File: src/rtl/deser_sequencer.sv
// Frame sequencer: steers val/rdy words into 1<<dec_in external capture registers
// and hands the full frame downstream. Optional macro DESER_SEQ_BYPASS_EN removes the per-frame bubble.
module deser_sequencer #(
  parameter int dec_in = 1,
  parameter int regs   = 1 << dec_in,
  parameter int CNT_W  = 8
) (
  input  logic              clk,
  input  logic              reset,
  input  logic              rec_val,
  output logic              rec_rdy,
  output logic              send_val,
  input  logic              send_rdy,
  input  logic              clear,
  output logic              EN,
  output logic [dec_in-1:0] dec_select,
  output logic [regs-1:0]   dec_out,
  output logic [CNT_W-1:0]  frame_cnt
);

  typedef enum logic {
    ST_FILL = 1'b0,
    ST_FULL = 1'b1
  } state_t;

  localparam logic [dec_in-1:0] LAST_IDX = dec_in'(regs - 1);

  state_t            r_st;
  state_t            w_st_nxt;
  logic [dec_in-1:0] r_idx;
  logic [dec_in-1:0] w_idx_nxt;
  logic [CNT_W-1:0]  r_cnt;
  logic [CNT_W-1:0]  w_cnt_nxt;

  // NOTE: state registers use non-blocking assignments so every flop samples
  // the pre-edge values of its neighbours, independent of statement order.
  always_ff @(posedge clk) begin
    if (reset) begin
      r_st  <= ST_FILL;
      r_idx <= '0;
      r_cnt <= '0;
    end else begin
      r_st  <= w_st_nxt;
      r_idx <= w_idx_nxt;
      r_cnt <= w_cnt_nxt;
    end
  end

  // NOTE: every output of this block gets a default first, so no path through
  // the case/if tree can leave a value unassigned and infer a latch.
  always_comb begin
    w_st_nxt   = r_st;
    w_idx_nxt  = r_idx;
    w_cnt_nxt  = r_cnt;
    rec_rdy    = 1'b0;
    send_val   = 1'b0;
    dec_select = r_idx;
    if (reset) begin
      // Handshakes held low; the flops take their reset values on this edge.
    end else if (clear) begin
      w_st_nxt  = ST_FILL;
      w_idx_nxt = '0;
    end else begin
      case (r_st)
        ST_FILL: begin
          rec_rdy = 1'b1;
          if (rec_val) begin
            if (r_idx == LAST_IDX) begin
              w_idx_nxt = '0;
              w_st_nxt  = ST_FULL;
            end else begin
              w_idx_nxt = r_idx + dec_in'(1);
            end
          end
        end
        ST_FULL: begin
          send_val   = 1'b1;
          dec_select = '0;
`ifdef DESER_SEQ_BYPASS_EN
          rec_rdy    = send_rdy;
`endif
          if (send_rdy) begin
            w_cnt_nxt = r_cnt + CNT_W'(1);
            w_st_nxt  = ST_FILL;
            w_idx_nxt = '0;
`ifdef DESER_SEQ_BYPASS_EN
            // First word of the next frame lands in register 0 on the delivery edge.
            if (rec_val) begin
              if (regs == 1) w_st_nxt = ST_FULL;
              else           w_idx_nxt = dec_in'(1);
            end
`endif
          end
        end
        default: begin
          w_st_nxt  = ST_FILL;
          w_idx_nxt = '0;
        end
      endcase
    end
  end

  assign EN        = rec_val & rec_rdy;
  assign dec_out   = EN ? (regs'(1) << dec_select) : '0;
  assign frame_cnt = r_cnt;

endmodule

File: config.mk
export PLATFORM = sky130hd
export DESIGN_NAME = deser_sequencer
export DESIGN_NICKNAME = d
export VERILOG_FILES = /design/src/rtl/deser_sequencer.sv
export SDC_FILE = /design/constraint.sdc
export NUM_CORES = 1
export LEC_CHECK = 0
export ABC_AREA = 1
export CORE_UTILIZATION = 42
export CTS_CLUSTER_DIAMETER = 80
export DETAILED_ROUTE_END_ITERATION = 6
export PLACE_DENSITY_LB_ADDON = 0.2
export SYNTH_ARGS = -nofsm -noshare
export SYNTH_HDL_FRONTEND = slang
export SYNTH_SLANG_ARGS = --single-unit
File: constraint.sdc
create_clock -name clk -period 1.18 [get_ports clk]
set_input_delay 0.354 -clock clk [delete_from_list [all_inputs] [get_ports clk]]
set_output_delay 0.354 -clock clk [all_outputs]
set_load 0.02 [all_outputs]
---- Yosys cells after proc, flatten, opt, wreduce, memory -nomap -nowiden ----
Cells that the tools add are included.
storage, ports and cells
  word-level logic and storage cells ...... 32
  bits of input ports ..................... 5
  output and inout bits ................... 14
  register bits ........................... 10
operators by class
  eq/ne operators ......................... 2
  muxes and demuxes ....................... 18
  reductions and logical operators ........ 3
  bitwise operators ....................... 3
  $add $sub $neg .......................... 2
  shift-type cells ........................ 1
operators by type and width
  cell                   number
  $mux W1                15
  $add A8 B1 Y8 const B  1
  $ne A2 B2 Y1 const B   2
  $pmux W1 S2            2
  $reduce_and A3 Y1      1
  $mux W2                1
  $not A1 Y1             2
  $reduce_and A2 Y1      1
  $reduce_or A2 Y1       1
  $shl A1 B1 Y2 const A  1
  $add A1 B1 Y1 const B  1
  $and A1 B1 Y1          1

---- Depth between registers and ports, before layout ----
  depth in word-level cells ............... 5
  gate-level depth with buffers ........... 7
  mapped depth without buffers ............ 7

---- Worst setup path after synthesis ----
Ideal clock, no wire load.
  path kind ............................... in2out
  start point ............................. input reset
  end point ............................... output dec_out[0]
  buffers on the path ..................... 0
  cell stages on the path ................. 3
  required time ........................... 0.826 ns
  arrival ................................. 0.904 ns
  path slack .............................. -0.078 ns
  cells stage by stage .................... nor2_1 -> nand2_1 -> nor2_1
between the ends
  word-level cells in the longest chain between the ends .. 3
  elaborated cells between the ends (all ways) .. 5
  classes of those cells .................. shift (1); mux (3); bitwise (1)
RTL lines
  item                                            line      text
  start, declared                                 9         input logic reset,
  $mux W1                                         58        if (reset) begin
  $shl A1 B1 Y2 or $and A1 B1 Y1 (tied branches)  104, 103
  $mux W2 *                                       104       assign dec_out = EN ? (regs'(1) << dec_select) : '0;
  end, declared                                   17        output logic [regs-1:0] dec_out,
Every way passes the cells marked *; elsewhere a longest branch is shown, timed or not.

---- Final worst setup path ----
  start point ............................. register r_st
  end point ............................... output dec_out[1]
between the ends
  word-level cells in the longest chain between the ends .. 5
  elaborated cells between the ends (all ways) .. 9
  classes of those cells .................. shift (1); mux (7); bitwise (1)
RTL lines
  item                                            line      text
  start, declared                                 28        state_t r_st;
  start signal, assigned                          43        r_st <= w_st_nxt;
  $mux W1                                         64        case (r_st)
  $mux W1                                         60        end else if (clear) begin
  $mux W1                                         58
  $shl A1 B1 Y2 or $and A1 B1 Y1 (tied branches)  104, 103
  $mux W2 *                                       104
Marks and branches as above.

==> summary.txt <==
Floorplan
  – Die area: 0.001450 mm^2
  – Starting Density: 47.29%
  – Die W: 38.08 um
  – Io pins: 19
  – Num rows: 12
  – DIE HEIGHT: 38.08 um
  – Core area: 0.001156 mm^2

Critical path
  – R2R cell count: 8
  – Critical R2R Capture: r_st$_SDFF_PP0_
  – WP data arrival: 1.13 ns
  – Crit path largest cell delay: 0.37 ns
  – Slowest cell on the critical path: dfxtp_4
  – Worst Path Required: 0.83 ns
  – Critical Path Start Type: flop
  – Crit path max fanout: 4
  – Flop2flop setup slack: -0.26 ns
  – Crit end category: primary output
  – Crit path cell chain: nor2_4, nand2_4, nor2_4, buf_6
  – Most Frequent Cell on Critical Path: nor2_4
  – Delay-heaviest family, CP: flip-flops
  – Worst setup path class: flop to primary output
  – R2R Path Start: r_st$_SDFF_PP0_
  – CP Buf/Inv Count: 1

STA
  – Maximum clock frequency: 674.2 MHz
  – RSZ-0062 raised after global routing: yes
  – WHS: 0.5424 ns
  – Worst-margin pin slew: 0.3353 ns
  – Post-route setup slack: -0.3033 ns
  – Rel. slew slack: 77.62%
  – Fin. Hold Viols: 0
  – Final Max Slew Viols: 0
  – Setup TNS: -2.135 ns
  – Min Clock Period, post-route: 1.483 ns
  – Clock skew: 0.006995 ns
  – Fin crit share: 125.7%
  – Final setup viols: 14

Clocking
  – Clock latency on the worst-skew pair: 0.28 ns
  – H-tree lvl count: 1
  – TritonCTS clock tree: built
  – Total CTS buffers: 3
  – Worst-case clock buffer depth: 2
  – Clock Root Buffer: clkbuf_4
  – Reg clk slew, reported paths: 0.07 ns
  – CTS Sinks: 10

Pwr
  – Total Power: 0.0008176 W
  – Pleak: 0.5298 nW
  – Pwr dens: 732.5 mW/mm^2
  – VDD IR max: 0.6550 mV

Place
  – Worst slack, placed: -0.9868 ns
  – Gpl congestion: 0.7444
  – HPWL after DPL: 982.3 um
  – Placed cells: 135
  – PortBufs: 18

Route
  – Drt initial violations: 119
  – Post-route DRC: 0
  – WL final: 3.120 mm
  – ANT nets after route: 0
  – Via Count: 909
  – WL per Instance: 20.39 um
  – First-pass DRT Iterations: 6
  – Vias/cell: 5.941

GRT
  – Grt ovf: 0
  – Pin count of the biggest net entering global routing: 9
  – Met3 usage: 8.140%
  – First-pass GRT wire length: 3.374 mm
  – Met1 usage: 39.13%
  – Global route hottest layer: met2
  – Vias in the first global route: 762
  – GR Util All Layers: 34.56%
  – Antenna violations before repair: 0
  – GR Util met2: 54.66%

Synthesis
  – Dominant cell type by area after synthesis: dfxtp_1
  – Gate Count Post-Synth: 88
  – Compound-cell area share of the yosys netlist: 5.721%
  – Synth warnings: 0
  – XOR/XNOR Fraction of Synth Area: 0%
  – Post-Syn Area per Cell: 6.213 um^2
  – Count of cell types in the netlist: 13
  – Post-Synth Adder-Cell Area: 2.288%
  – Synth Net Count: 94
  – Post-synth top area share: 36.61%
  – Post-synthesis simple-gate area fraction: 44.39%
  – Number of synthesized register bits: 10
  – Mux contribution to synthesized area: 0%
  – Sequential-to-total area share from yosys stat: 36.61%
  – Synthesized area: 546.8 um^2
  – Largest family of logic cells by synthesized area: simple AND/OR/NAND/NOR gates
  – Synth top area cells: dfxtp_1, nand2_1, nor2_1

Run status
  – Failing checks: negative setup slack
  – Status: finished with violations

Layout
  – Fillers: 26
  – N_diodes: 0
  – Commonest non-fill, non-tap cells in the layout: buf_4, nand2_1, inv_1
  – Share of layout cells above drive strength 1: 60.43%
  – Commonest non-fill, non-tap cell in the layout: buf_4
  – Finished Layout Cells: 153
  – Final net count: 146
  – Area grow syn2layout: 104.1%

Hold path
  – Class of the worst hold path: primary input to flop
  – Hold path cells: 5
  – Origin of the worst min-delay path: clear
  – Hold Path End: r_idx$_SDFFE_PP0P_

Flow run
  – Max Cap Viol: 0
## state kept, by name (all words and copies together) (netlist names)
register   count
r_st           1
r_idx          1
frame_cnt      8
## routing by layer
layer | vias up | share of wire (%)
li1 | 371 | -
met1 | 407 | 37
met2 | 91 | 44
met3 | 40 | 11
met4 | 0 | 8.3
met5 | - | 0
## logic make-up after synthesis
| family | after synthesis |
|---|---|
| and+or+nand+nor | 55 |
| adders and majority gates | 1 |
| buffers and inverters | 16 |
| AOI/OAI and AO/OA | 6 |
| DFF | 10 |
## cell usage after synthesis
master and instances:
dfxtp_1 10, nand3_2 1, inv_1 16, nand2_1 22
nor3_1 3, nor2_4 2, o22ai_1 1, nor2_1 19
nand2_2 1, a21oi_1 2, ha_1 1, nand3_1 7
o21ai_0 3
## report_power, final
| part | switching (W) | total [W] | leakage [nW] | internal, W |
|---|---|---|---|---|
| sequential | 0.00000549 | 0.000342 | 0.0832 | 0.000337 |
| clock | 0.000143 | 0.000331 | 0.0210 | 0.000188 |
| combinational | 0.0000784 | 0.000144 | 0.426 | 0.0000653 |
## how the worst max path moves through the flow
stage                     slack (ns)  cells past startpoint            start          to
final                          -0.30                      4  r_st$_SDFF_PP0_  dec_out[1]
after global placement         -0.96                      5            reset  dec_out[0]
after floorplan                -0.08                      3            reset  dec_out[0]
after CTS                      -0.23                      4  r_st$_SDFF_PP0_  dec_out[0]
after global routing           -0.34                      4  r_st$_SDFF_PP0_  dec_out[1]
after detailed placement       -0.99                      5            reset  dec_out[0]
## worst register-to-register path: cells and delay by family, from the launching register on
| family | cells | cell delay, ns |
|---|---|---|
| buffers and inverters | 5 | 0.62 |
| and+or+nand+nor | 2 | 0.24 |
| DFF | 1 | 0.37 |
| AOI/OAI and AO/OA | 1 | 0.14 |
## final cells by class
type / instances / area (um^2) / area share [%]
clock buffer: 4 / 36.28 / 3.251
inverter: 16 / 60.06 / 5.381
multi-input combinational: 62 / 422.9 / 37.89
sequential: 10 / 210.2 / 18.83
tap: 14 / 17.52 / 1.570
timing repair buffer: 47 / 369.1 / 33.07
## metrics by stage
stage / utilization [%] / instance area [um^2]
floorplan: - / 556.8
global placement: 75.00 / 867.1
detailed placement: 75.00 / 867.1
CTS: 87.55 / 1012
global route: 96.54 / 1116
finish: 96.54 / 1116
## timing repair
action / 4_1_cts / 5_1_grt
hold buffers: 0 / 0
endpoints found under the setup margin: 22 / 14
pin swaps: 8 / 18
gates resized for setup: 86 / 37
buffers inserted: 15 / 5
gates cloned: 0 / 0
No activity file was read; power rests on OpenSTA's default activity.
